**src/rtl/seg16_pkg.sv**
```systemverilog
// Shared definitions for the 16-segment display path: segment width,
// blank code, scan state encoding and a small constant helper.
package seg16_pkg;

  localparam int SEG_W = 16;
  localparam logic [SEG_W-1:0] BLANK_CODE = 16'h0000;

  typedef enum logic {
    S_BLANK,
    S_ON
  } scan_state_e;

  // Larger of two integers; used to size the shared scan counter.
  function automatic int max_int(input int a, input int b);
    return (a > b) ? a : b;
  endfunction

endpackage

```
**src/rtl/seg16_frame_buffer.sv**
```systemverilog
// Double-buffered segment store: writes land in the shadow buffer, and a
// bulk copy moves the whole shadow into the active buffer that is scanned.
module seg16_frame_buffer
  import seg16_pkg::*;
#(
  parameter int NUM_DIGITS = 6,
  localparam int IDX_W = $clog2(NUM_DIGITS)
) (
  input  logic             clk,
  input  logic             rst_n,
  input  logic             wr_en_i,
  input  logic [2:0]       wr_idx_i,
  input  logic [SEG_W-1:0] wr_seg_i,
  input  logic             wr_found_i,
  input  logic             copy_i,
  input  logic [IDX_W-1:0] rd_idx_i,
  output logic [SEG_W-1:0] rd_seg_o,
  output logic             idx_bad_o
);

  logic [SEG_W-1:0] shadow_q [NUM_DIGITS];
  logic [SEG_W-1:0] active_q [NUM_DIGITS];
  logic [SEG_W-1:0] wr_data;

  // Out-of-range positions are flagged; they never match a shadow slot below.
  assign idx_bad_o = ({1'b0, wr_idx_i} >= 4'(NUM_DIGITS));
  // A character the decoder did not recognise is shown blank.
  assign wr_data   = wr_found_i ? wr_seg_i : BLANK_CODE;

  // Shadow buffer: one slot updated per accepted write.
  always_ff @(posedge clk or negedge rst_n) begin
    if (!rst_n) begin
      for (int i = 0; i < NUM_DIGITS; i++) shadow_q[i] <= BLANK_CODE;
    end else if (wr_en_i) begin
      for (int i = 0; i < NUM_DIGITS; i++) begin
        if (wr_idx_i == 3'(i)) shadow_q[i] <= wr_data;
      end
    end
  end

  // Active buffer: whole-frame copy so the display never shows a partial update.
  always_ff @(posedge clk or negedge rst_n) begin
    if (!rst_n) begin
      for (int i = 0; i < NUM_DIGITS; i++) active_q[i] <= BLANK_CODE;
    end else if (copy_i) begin
      for (int i = 0; i < NUM_DIGITS; i++) active_q[i] <= shadow_q[i];
    end
  end

  // Read mux selecting the active code for the digit being scanned.
  always_comb begin
    rd_seg_o = BLANK_CODE;
    for (int i = 0; i < NUM_DIGITS; i++) begin
      if (rd_idx_i == IDX_W'(i)) rd_seg_o = active_q[i];
    end
  end

endmodule

```
**src/rtl/seg16_scan_driver.sv**
```systemverilog
// Time-multiplexed 16-segment display driver: scans one digit at a time with
// a blanking guard before each digit, and applies committed content only at
// frame boundaries.
module seg16_scan_driver
  import seg16_pkg::*;
#(
  parameter int NUM_DIGITS = 6,
  parameter int DIV        = 1000,
  parameter int BLANK_CYC  = 2
) (
  input  logic                  clk,
  input  logic                  rst_n,
  input  logic                  wr_valid,
  output logic                  wr_ready,
  input  logic [2:0]            wr_idx,
  input  logic [SEG_W-1:0]      wr_seg,
  input  logic                  wr_found,
  output logic                  wr_err,
  input  logic                  commit,
  output logic                  commit_pending,
  output logic [SEG_W-1:0]      seg_out,
  output logic [NUM_DIGITS-1:0] dig_en,
  output logic                  frame_start
);

  localparam int DW    = $clog2(NUM_DIGITS);
  localparam int CNT_W = $clog2(max_int(DIV, BLANK_CYC) + 1);
  localparam logic [CNT_W-1:0] DIV_LAST   = CNT_W'(DIV - 1);
  localparam logic [CNT_W-1:0] BLANK_LAST = CNT_W'(BLANK_CYC - 1);
  localparam logic [DW-1:0]    D_LAST     = DW'(NUM_DIGITS - 1);

  scan_state_e           state_q, state_d;
  logic [DW-1:0]         d_q, d_d;
  logic [CNT_W-1:0]      cnt_q, cnt_d;
  logic                  started_q, started_d;
  logic                  pending_q, pending_d;
  logic [SEG_W-1:0]      seg_out_q, seg_out_d;
  logic [NUM_DIGITS-1:0] dig_en_q, dig_en_d;
  logic                  frame_start_q, frame_start_d;
  logic                  wr_err_q, wr_err_d;

  logic                  wr_fire;
  logic                  idx_bad;
  logic                  boundary;
  logic                  copy_en;
  logic [SEG_W-1:0]      rd_seg;

  assign wr_ready       = !pending_q && !commit;
  assign wr_fire        = wr_valid && wr_ready;
  assign commit_pending = pending_q;
  assign seg_out        = seg_out_q;
  assign dig_en         = dig_en_q;
  assign frame_start    = frame_start_q;
  assign wr_err         = wr_err_q;

  // Last lit cycle of the last digit: the only point where new content may land.
  assign boundary = started_q && (state_q == S_ON) && (d_q == D_LAST) && (cnt_q == DIV_LAST);
  assign copy_en  = boundary && (pending_q || commit);

  seg16_frame_buffer #(
    .NUM_DIGITS(NUM_DIGITS)
  ) u_fbuf (
    .clk       (clk),
    .rst_n     (rst_n),
    .wr_en_i   (wr_fire),
    .wr_idx_i  (wr_idx),
    .wr_seg_i  (wr_seg),
    .wr_found_i(wr_found),
    .copy_i    (copy_en),
    .rd_idx_i  (d_q),
    .rd_seg_o  (rd_seg),
    .idx_bad_o (idx_bad)
  );

  // Next-state logic for the scan FSM, commit tracking and the output registers.
  // The first cycle after reset release is spent arming the scan so that the
  // first frame's opening BLANK cycle carries a frame_start pulse like every other frame.
  always_comb begin
    state_d   = state_q;
    d_d       = d_q;
    cnt_d     = cnt_q;
    started_d = 1'b1;
    if (started_q) begin
      if (state_q == S_BLANK) begin
        if (cnt_q == BLANK_LAST) begin
          state_d = S_ON;
          cnt_d   = '0;
        end else begin
          cnt_d = cnt_q + 1'b1;
        end
      end else begin
        if (cnt_q == DIV_LAST) begin
          state_d = S_BLANK;
          cnt_d   = '0;
          d_d     = (d_q == D_LAST) ? '0 : d_q + 1'b1;
        end else begin
          cnt_d = cnt_q + 1'b1;
        end
      end
    end

    // A commit landing exactly on the boundary is consumed by that copy.
    pending_d     = boundary ? 1'b0 : (commit ? 1'b1 : pending_q);
    frame_start_d = !started_q || boundary;
    // Entering or staying in ON keeps the same digit index, so d_q addresses it.
    seg_out_d     = (state_d == S_ON) ? rd_seg : BLANK_CODE;
    dig_en_d      = (state_d == S_ON) ? (NUM_DIGITS'(1) << d_q) : '0;
    wr_err_d      = wr_fire && idx_bad;
  end

  // State and registered outputs, cleared asynchronously.
  always_ff @(posedge clk or negedge rst_n) begin
    if (!rst_n) begin
      state_q       <= S_BLANK;
      d_q           <= '0;
      cnt_q         <= '0;
      started_q     <= 1'b0;
      pending_q     <= 1'b0;
      seg_out_q     <= BLANK_CODE;
      dig_en_q      <= '0;
      frame_start_q <= 1'b0;
      wr_err_q      <= 1'b0;
    end else begin
      state_q       <= state_d;
      d_q           <= d_d;
      cnt_q         <= cnt_d;
      started_q     <= started_d;
      pending_q     <= pending_d;
      seg_out_q     <= seg_out_d;
      dig_en_q      <= dig_en_d;
      frame_start_q <= frame_start_d;
      wr_err_q      <= wr_err_d;
    end
  end

endmodule

```
**config.mk**
```make
export PLATFORM = sky130hd
export DESIGN_NAME = seg16_scan_driver
export DESIGN_NICKNAME = d
export VERILOG_FILES = /design/src/rtl/seg16_pkg.sv /design/src/rtl/seg16_frame_buffer.sv /design/src/rtl/seg16_scan_driver.sv
export SDC_FILE = /design/constraint.sdc
export NUM_CORES = 1
export LEC_CHECK = 0
export ABC_AREA = 1
export CAP_MARGIN = 5
export CELL_PAD_IN_SITES_DETAIL_PLACEMENT = 1
export CELL_PAD_IN_SITES_GLOBAL_PLACEMENT = 1
export CORE_MARGIN = 4
export CORE_UTILIZATION = 41
export CTS_CLUSTER_DIAMETER = 150
export DETAILED_ROUTE_END_ITERATION = 10
export PLACE_DENSITY_LB_ADDON = 0.1
export SETUP_SLACK_MARGIN = 0.05
export SYNTH_ARGS = -nofsm -noshare
export SYNTH_HDL_FRONTEND = slang
export SYNTH_SLANG_ARGS = --single-unit
```
**constraint.sdc**
```tcl
create_clock -name clk -period 1.6 [get_ports clk]
set_input_delay 0.16 -clock clk [delete_from_list [all_inputs] [get_ports clk]]
set_output_delay 0.16 -clock clk [all_outputs]
set_load 0.005 [all_outputs]
```
Word-level counts from Yosys, hierarchy flattened --
Index checks and enable logic that the tools add are counted.
Storage, ports and cells: register bits 232, input bits 24, output and inout bits 26, logic and storage cells 78
Cells by class: add/subtract/negate cells 2, magnitude comparators 1, equal/unequal tests 12, shift-type cells 1, mux-type cells 19, reductions and logical operators 22
Operator list (number):
- $mux W16 | 8
- $mux W10 | 3
- $eq A3 B2 Y1 const B | 4
- $eq A3 B3 Y1 const B | 4
- $reduce_and A2 Y1 | 6
- $add A10 B1 Y10 const B | 1
- $eq A10 B1 Y1 const B | 1
- $eq A10 B10 Y1 const B | 1
- $logic_and A1 B1 Y1 | 7
- $eq A3 B1 Y1 const B | 2
- $logic_not A3 Y1 | 2
- $mux W1 | 6
- $mux W6 | 1
- $shl A1 B3 Y6 const A | 1
- $add A3 B1 Y3 const B | 1
- $ge A3 B3 Y1 const B | 1
- $logic_not A1 Y1 | 3
- $mux W3 | 1
- $reduce_and A3 Y1 | 1
- $logic_or A1 B1 Y1 | 2
- $reduce_bool A2 Y1 | 1

Depth between registers and ports, before layout --
Gate-level depths: netlist of run 1.
depth after elaboration 8, mapped depth 12, gate-level depth less buffers 11

Cells and area by module --
From an unflattened synthesis of run 1, not the netlist that was laid out.
Unflattened totals: cell total of the unflattened synthesis 936, area, all modules 9514.1 um2
Modules (own cells, without submodules):
- seg16_frame_buffer | instances 1, cells each 739, area each 7763.7 um2, seq. area each 4804.6 um2
- seg16_scan_driver | instances 1, cells each 197, area each 1750.4 um2, seq. area each 1001.0 um2

Least setup slack after synthesis of run 1 --
No wires, ideal clock.
kind register to register, start point register cnt_q[0], end point register u_fbuf.active_q[81] (netlist name), setup time 0.117 ns, data arrival time 1.666 ns, required time 1.483 ns, setup slack -0.183 ns, cell stages (with the launch flop) 11, path buffers 2, clock period less this slack 1.783 ns, path through dfrtp_1 -> ha_1 -> nand2_1 -> nor2_1 -> nand3_1 -> nor3_4 -> nand2_1 -> buf_2 -> buf_6 -> nand2_1 -> nand2_1
Between the ends: longest elaborated chain between the ends 3
RTL lines:
- start, declared | RTL line seg16_scan_driver.sv:34 | logic [CNT_W-1:0] cnt_q, cnt_d;
- start signal, assigned | RTL line seg16_scan_driver.sv:126 | cnt_q <= cnt_d;
- $eq A10 B10 Y1 | RTL line seg16_scan_driver.sv:57 | assign boundary = started_q && (state_q == S_ON) && (d_q == D_LAST) && (cnt_q == DIV_LAST);
- $logic_and A1 B1 Y1 | RTL line seg16_scan_driver.sv:57
- $logic_and A1 B1 Y1 | RTL line seg16_scan_driver.sv:58 | assign copy_en = boundary && (pending_q || commit);
- end, declared | RTL line seg16_frame_buffer.sv:22 | logic [SEG_W-1:0] active_q [NUM_DIGITS];
No other way between the ends. A chain may end at the register's enable or synchronous reset.

Worst setup path in the final report of run 1 --
start point register cnt_q[1], end point register u_fbuf.active_q[43] (netlist name)
Same word-level chain as after synthesis.

==> results of run 1 <==
layer usage:
metal	up-vias	routed length [um]	global-route usage, %
li1	4046	-	-
met1	4324	14010	31.00
met4	0	954	5.414
met3	61	1504	2.750
met2	205	16720	39.96
met5	-	0	0
repair_timing:
action                                  in CTS  in global routing
pin swaps                                    6                 43
gates resized for setup                     50                173
endpoints found under the setup margin     143                228
hold buffers                                 1                  0
cloned                                       4                 19
setup buffers                                5                 10
hold endpoints to repair                   232                  0
final timing paths:
check,start,endpoint,slack [ps]
worst max-delay path,cnt_q[1]$_DFFE_PN0P_,u_fbuf.active_q[43]$_DFFE_PN0P_,-190
worst min-delay path,rst_n,u_fbuf.active_q[65]$_DFFE_PN0P_,140
worst max register to register,cnt_q[1]$_DFFE_PN0P_,u_fbuf.active_q[43]$_DFFE_PN0P_,-190
worst min register to register,u_fbuf.active_q[0]$_DFFE_PN0P_,u_fbuf.active_q[0]$_DFFE_PN0P_,470
max in group asynchronous,rst_n,u_fbuf.shadow_q[12]$_DFFE_PN0P_,860
min in group clk,wr_idx[2],wr_err$_DFF_PN0_,370
cells in the final DEF (no fill, tap or decap), types with 18 or more instances in the layout:
| master | n |
|---|---|
| dfrtp_1 | 232 |
| buf_4 | 56 |
| nor2_1 | 85 |
| o21ai_1 | 23 |
| clkdlybuf4s50_1 | 34 |
| inv_1 | 40 |
| nand3_2 | 27 |
| nand2_2 | 41 |
| buf_6 | 23 |
| nand4_1 | 28 |
| nor2_2 | 18 |
| buf_12 | 23 |
| o21ai_0 | 94 |
| nand2_4 | 18 |
| clkbuf_16 | 40 |
| nand3_1 | 123 |
| nand2_1 | 291 |
final cells by class:
class,count,area [um^2],area share (%)
Inverter,46,175.2,1.292
Multi-Input combinational cell,813,4170,30.77
Tap cell,319,399.1,2.945
Clock inverter,10,100.1,0.7385
Timing Repair Buffer,171,2155,15.90
Sequential cell,232,5806,42.83
Clock buffer,36,749.5,5.529
per-stage QoR:
stage	cells	setup TNS, ps	setup slack, ps
after floorplan	1166	-6584	-111.1
after global placement	1542	-23600	-191.1
after detailed placement	1542	-28400	-233.8
after CTS	1598	-8402	-115.4
after global routing	1627	-27330	-259.6
final	1627	-14450	-187.2
state kept, by name (all words and copies together) (netlist names):
register,flops
u_fbuf.active_q,96
u_fbuf.shadow_q,96
seg_out,16
cnt_q,10
dig_en,6
d_q,3
commit_pending,1
frame_start,1
started_q,1
state_q,1
wr_err,1
worst register-to-register path, stage by stage (launching register included):
cell and delay (ps):
dfrtp_1 360, ha_2 200, nand2_2 90, nor2_4 120, nand3_4 90, nor3_4 160, buf_12 170, buf_16 190
clkbuf_16 170, nand3_1 90, nand2_1 100
logic make-up after synthesis:
kind of cell    share of synthesized area, %
simple gates                           28.58
flops                                  58.56
compound gates                         6.929
buf+inv                                5.074
xor+xnor                              0.4417
fa+ha+maj                             0.3787
other cells                          0.03783
power by group through the flow:
| stage | Sequential [mW] | Clock (mW) | Combinational (mW) |
|---|---|---|---|
| finish | 6.08 | 5.98 | 1.20 |
| CTS | 6.08 | 6.05 | 1.03 |
| global placement | 6.18 | 0 | 0.944 |
| floorplan | 6.18 | 0 | 0.434 |
| global route | 6.09 | 6.33 | 1.35 |
| detailed placement | 6.18 | 0 | 0.975 |
==> run metrics, run 1 <==
Crit path buffers/inverters=3; Detail Placement HPWL=roughly 20000 um; Worst path depth=10; skew final=between 20 and 25 ps; final worst setup slack=-187.2 ps; Final Slew Violations=0; CP arrival=2260 ps; final non-filler cell area=13550 um^2; Layout area overhead=36.73%; layout cells sized above 1=23.70%; Tot GR Track Use=23.00%; vias per cell=5.308; H-tree depth reported by CTS=1; Top FF cell, synth=dfrtp_1; crit path time final=1787 ps; Power Internal=slightly above 10 mW; Final Wtd Congestion=slightly below 0.8; Clk Tree Root Cell=clkbuf_16; yosys warns=0; P_leak=6.899 nW; FF-to-FF path depth=10; Sw Share=24.19%; Final Power=around 13 mW; die area=~27000 um^2; Syn Nets=1193; worst path cell trace=ha_2 -> nand2_2 -> nor2_4 -> nand3_4 -> nor3_4 -> buf_12 -> buf_16 -> clkbuf_16 -> nand3_1 -> nand2_1; Port Buf Inserts=49; TritonCTS Sinks=232; first-pass GRT wire length=48400 um; Routed WL=33200 um; pin count of the biggest net entering global routing=55; clock power share=45.1%; CTS Buffer Depth=3; Die W=163.5 um; EDFF count, synth=0; Fillers=2707; RSZ-0062 raised after global routing=yes; fin util=between 50% and 60%; DR pass1 iterations=5; crit share post-route=111.7%; Crit path max-delay family=simple AND/OR/NAND/NOR gates; diode count=0; syn_area_per_cell=approximately 8.5 um^2; Crit. End Element=flip-flop; worst-case hold slack=142.3 ps; Starting Density=41.98%; CP max stage cell=dfrtp_1; ranking of synthesized cells by area=dfrtp_1, nand2_1, nand3_1, o21ai_0, nor2_1; Max VDD drop=around 0.89 mV; CP peak stage delay=360 ps; Logic pwr share=9.1%; failing checks=negative setup slack; Yosys top cell area share=58.56%; Critical Path RT=between 2000 and 2500 ps; Final Hold Fails=0; Top Ports=50; Nets=about 1300; Mapped Cells=1166; FMAX=559.5 MHz; hold crit path type=input port to asynchronous set/reset pin; Clock Latency Late Sink=between 500 and 600 ps; GR Overflow Total=0; most numerous cell in the Yosys netlist=nand2_1; Max Cap Viol=0; Synth cell types=24; via total after detailed routing=around 8600; register area share after synthesis=58.56%; Startpoint Class=flip-flop; Synth area leader=dfrtp_1; Commonest cells post-synth=nand2_1, dfrtp_1, nand3_1; initial DRC count=about 500; # rows=56; power density over cell area=978.2 nW/um^2; CTS tree=done; outcome=complete, but fails checks; Setup CP Type=flip-flop to flip-flop; P_sw=3.207 mW; initial antenna violation count=0; core area=23610 um^2; Mapped Area=9913 um^2; final setup vio count=roughly 120; Placed Area=11420 um^2; die span in y=about 160 um; maximum fanout along the worst path=9; Remaining DRCs=0; Synth Register Bits=232; remaining antenna violation count=0; CTS Buf Count=26; Sequential Power Share=45.9%; ys async rst share=100.0%; number of global-route vias before repair=8671; CTS clk-pin slew, worst paths=60 ps; per-cell routed wire length=20.40 um
Power figures use the tool's default switching activity.
==> run 2: changes to the inputs <==
CTS_CLUSTER_DIAMETER = default   (was 150)
==> results of run 2 <==
No change in the layout: final DEF, timing and power equal those of run 1.
==> run 3: changes to the inputs <==
CORE_ASPECT_RATIO = 0.6   (was default)
SKIP_CTS_REPAIR_TIMING = 1   (was default)
==> run metrics, run 3 (synthesis gave the netlist of run 1 again) <==
outcome=complete, but fails checks (unchanged); failing checks=negative setup slack (unchanged); Startpoint Class=flip-flop (unchanged); final worst setup slack=-259.0 ps (was -187.2 ps); # rows=43 (was 56); die area=26810 um^2 (was 26730 um^2); TritonCTS Sinks=232 (unchanged); Setup CP Type=flip-flop to flip-flop (unchanged); GR Overflow Total=0 (unchanged); via total after detailed routing=9351 (was 8636); RSZ-0062 raised after global routing=yes (unchanged); per-cell routed wire length=24.78 um (was 20.40 um); Final Wtd Congestion=0.8212 (was 0.7920); FMAX=537.9 MHz (was 559.5 MHz); initial DRC count=753 (was 501); vias per cell=5.674 (was 5.308); Critical Path RT=2030 ps (was 2070 ps); Final Slew Violations=0 (unchanged); CTS clk-pin slew, worst paths=60 ps (about the same); CP arrival=2290 ps (was 2260 ps); Routed WL=40830 um (was 33200 um); pin count of the biggest net entering global routing=64 (was 55); worst-case hold slack=184.8 ps (was 142.3 ps); number of global-route vias before repair=8802 (was 8671); CTS Buf Count=24 (was 26); crit share post-route=116.2% (was 111.7%); FF-to-FF path depth=8 (was 10); P_leak=7.359 nW (was 6.899 nW); core area=23460 um^2 (was 23610 um^2); CTS Buffer Depth=3 (unchanged); Slew Limit Headroom=between 60% and 70%; H-tree depth reported by CTS=1 (unchanged); Final Hold Fails=0 (unchanged); first-pass GRT wire length=50370 um (was 48400 um); initial antenna violation count=0 (unchanged); r2r setup slk=-260 ps (was -190 ps); Port Buf Inserts=49 (unchanged); Top Ports=50 (unchanged); crit path time final=1859 ps (was 1787 ps); DR pass1 iterations=5 (unchanged); hold crit path type=input port to asynchronous set/reset pin (unchanged); layout cells sized above 1=31.58% (was 23.70%); CTS tree=done (unchanged); Post-Route Setup TNS=-33800 ps (was -14450 ps); Nets=1343 (was 1317); slew at the pin with the worst max-slew slack=~590 ps; power density over cell area=932.1 nW/um^2 (was 978.2 nW/um^2); Clock Latency Late Sink=550 ps (was 530 ps); Tot GR Track Use=23.81% (was 23.00%); Remaining DRCs=0 (unchanged); commonest cells after routing, fill and taps aside=nand2_1, dfrtp_1, nand3_1 (unchanged); Max Cap Viol=0 (unchanged); Layout area overhead=45.17% (was 36.73%); remaining antenna violation count=0 (unchanged); Clk Tree Root Cell=clkbuf_16 (unchanged); Die W=208.7 um (was 163.5 um); die span in y=128.4 um (was 163.5 um); diode count=0 (unchanged); Starting Density=42.26% (was 41.98%); DP Worst Slack=-683.4 ps (was -233.8 ps); Detail Placement HPWL=21670 um (was 19510 um); commonest non-fill, non-tap cell in the layout=nand2_1 (unchanged); skew final=28.41 ps (was 21.41 ps); Max VDD drop=0.6037 mV (was 0.8878 mV); final setup vio count=216 (was 123); Crit. End Element=flip-flop (unchanged); maximum fanout along the worst path=13 (was 9)
==> run 3: worst paths after layout <==
path / start / endpoint
worst max-delay path: d_q[0]$_DFFE_PN0P_ / u_fbuf.active_q[11]$_DFFE_PN0P_
worst min-delay path: rst_n / cnt_q[4]$_DFFE_PN0P_
worst max register to register: d_q[0]$_DFFE_PN0P_ / u_fbuf.active_q[11]$_DFFE_PN0P_
worst min register to register: u_fbuf.active_q[5]$_DFFE_PN0P_ / u_fbuf.active_q[5]$_DFFE_PN0P_
max in group asynchronous: rst_n / u_fbuf.active_q[41]$_DFFE_PN0P_
min in group clk: wr_idx[1] / wr_err$_DFF_PN0_
==> run 3: layout make-up <==
type | count | area [um^2]
clock buffer | 32 | 671.9
clock inverter | 11 | 113.9
multi-input combinational | 813 | 4604
fill | 2562 | 9066
tap | 315 | 394.1
timing repair buffer | 199 | 2606
inverter | 46 | 192.7
sequential | 232 | 5808
==> run 3: per-layer routing <==
metal	vias to the layer above	GRT usage (%)	routed length [um]
met5	-	0	0
met4	0	5.023	1114
met3	80	4.776	3210
met2	398	35.05	17920
met1	4762	36.73	18590
li1	4111	-	-
==> run 3: report_power, final <==
| group | total, mW | switching, mW | internal, mW |
|---|---|---|---|
| sequential | 6.11 | 0.123 | 5.99 |
| combinational | 1.50 | 0.886 | 0.615 |
| clock | 5.80 | 2.52 | 3.28 |
==> run 3: critical path, stage by stage (launching register included) <==
cell and delay, ps:
dfrtp_1 420, buf_4 160, nand3_1 210, nor3_4 310, buf_12 190, nand2_8 110, clkbuf_16 200, nand2_1 90
nand2_1 60
==> run 3: metrics by stage <==
stage	total power [mW]	cells	utilization [%]	instance area, um^2
final	13.41	1648	61.35	14390
after global routing	13.86	1648	61.35	14390
after CTS	12.95	1598	52.76	12380
after detailed placement	7.239	1555	49.41	11590
after global placement	7.203	1555	49.41	11590
after floorplan	6.609	1166	-	9985
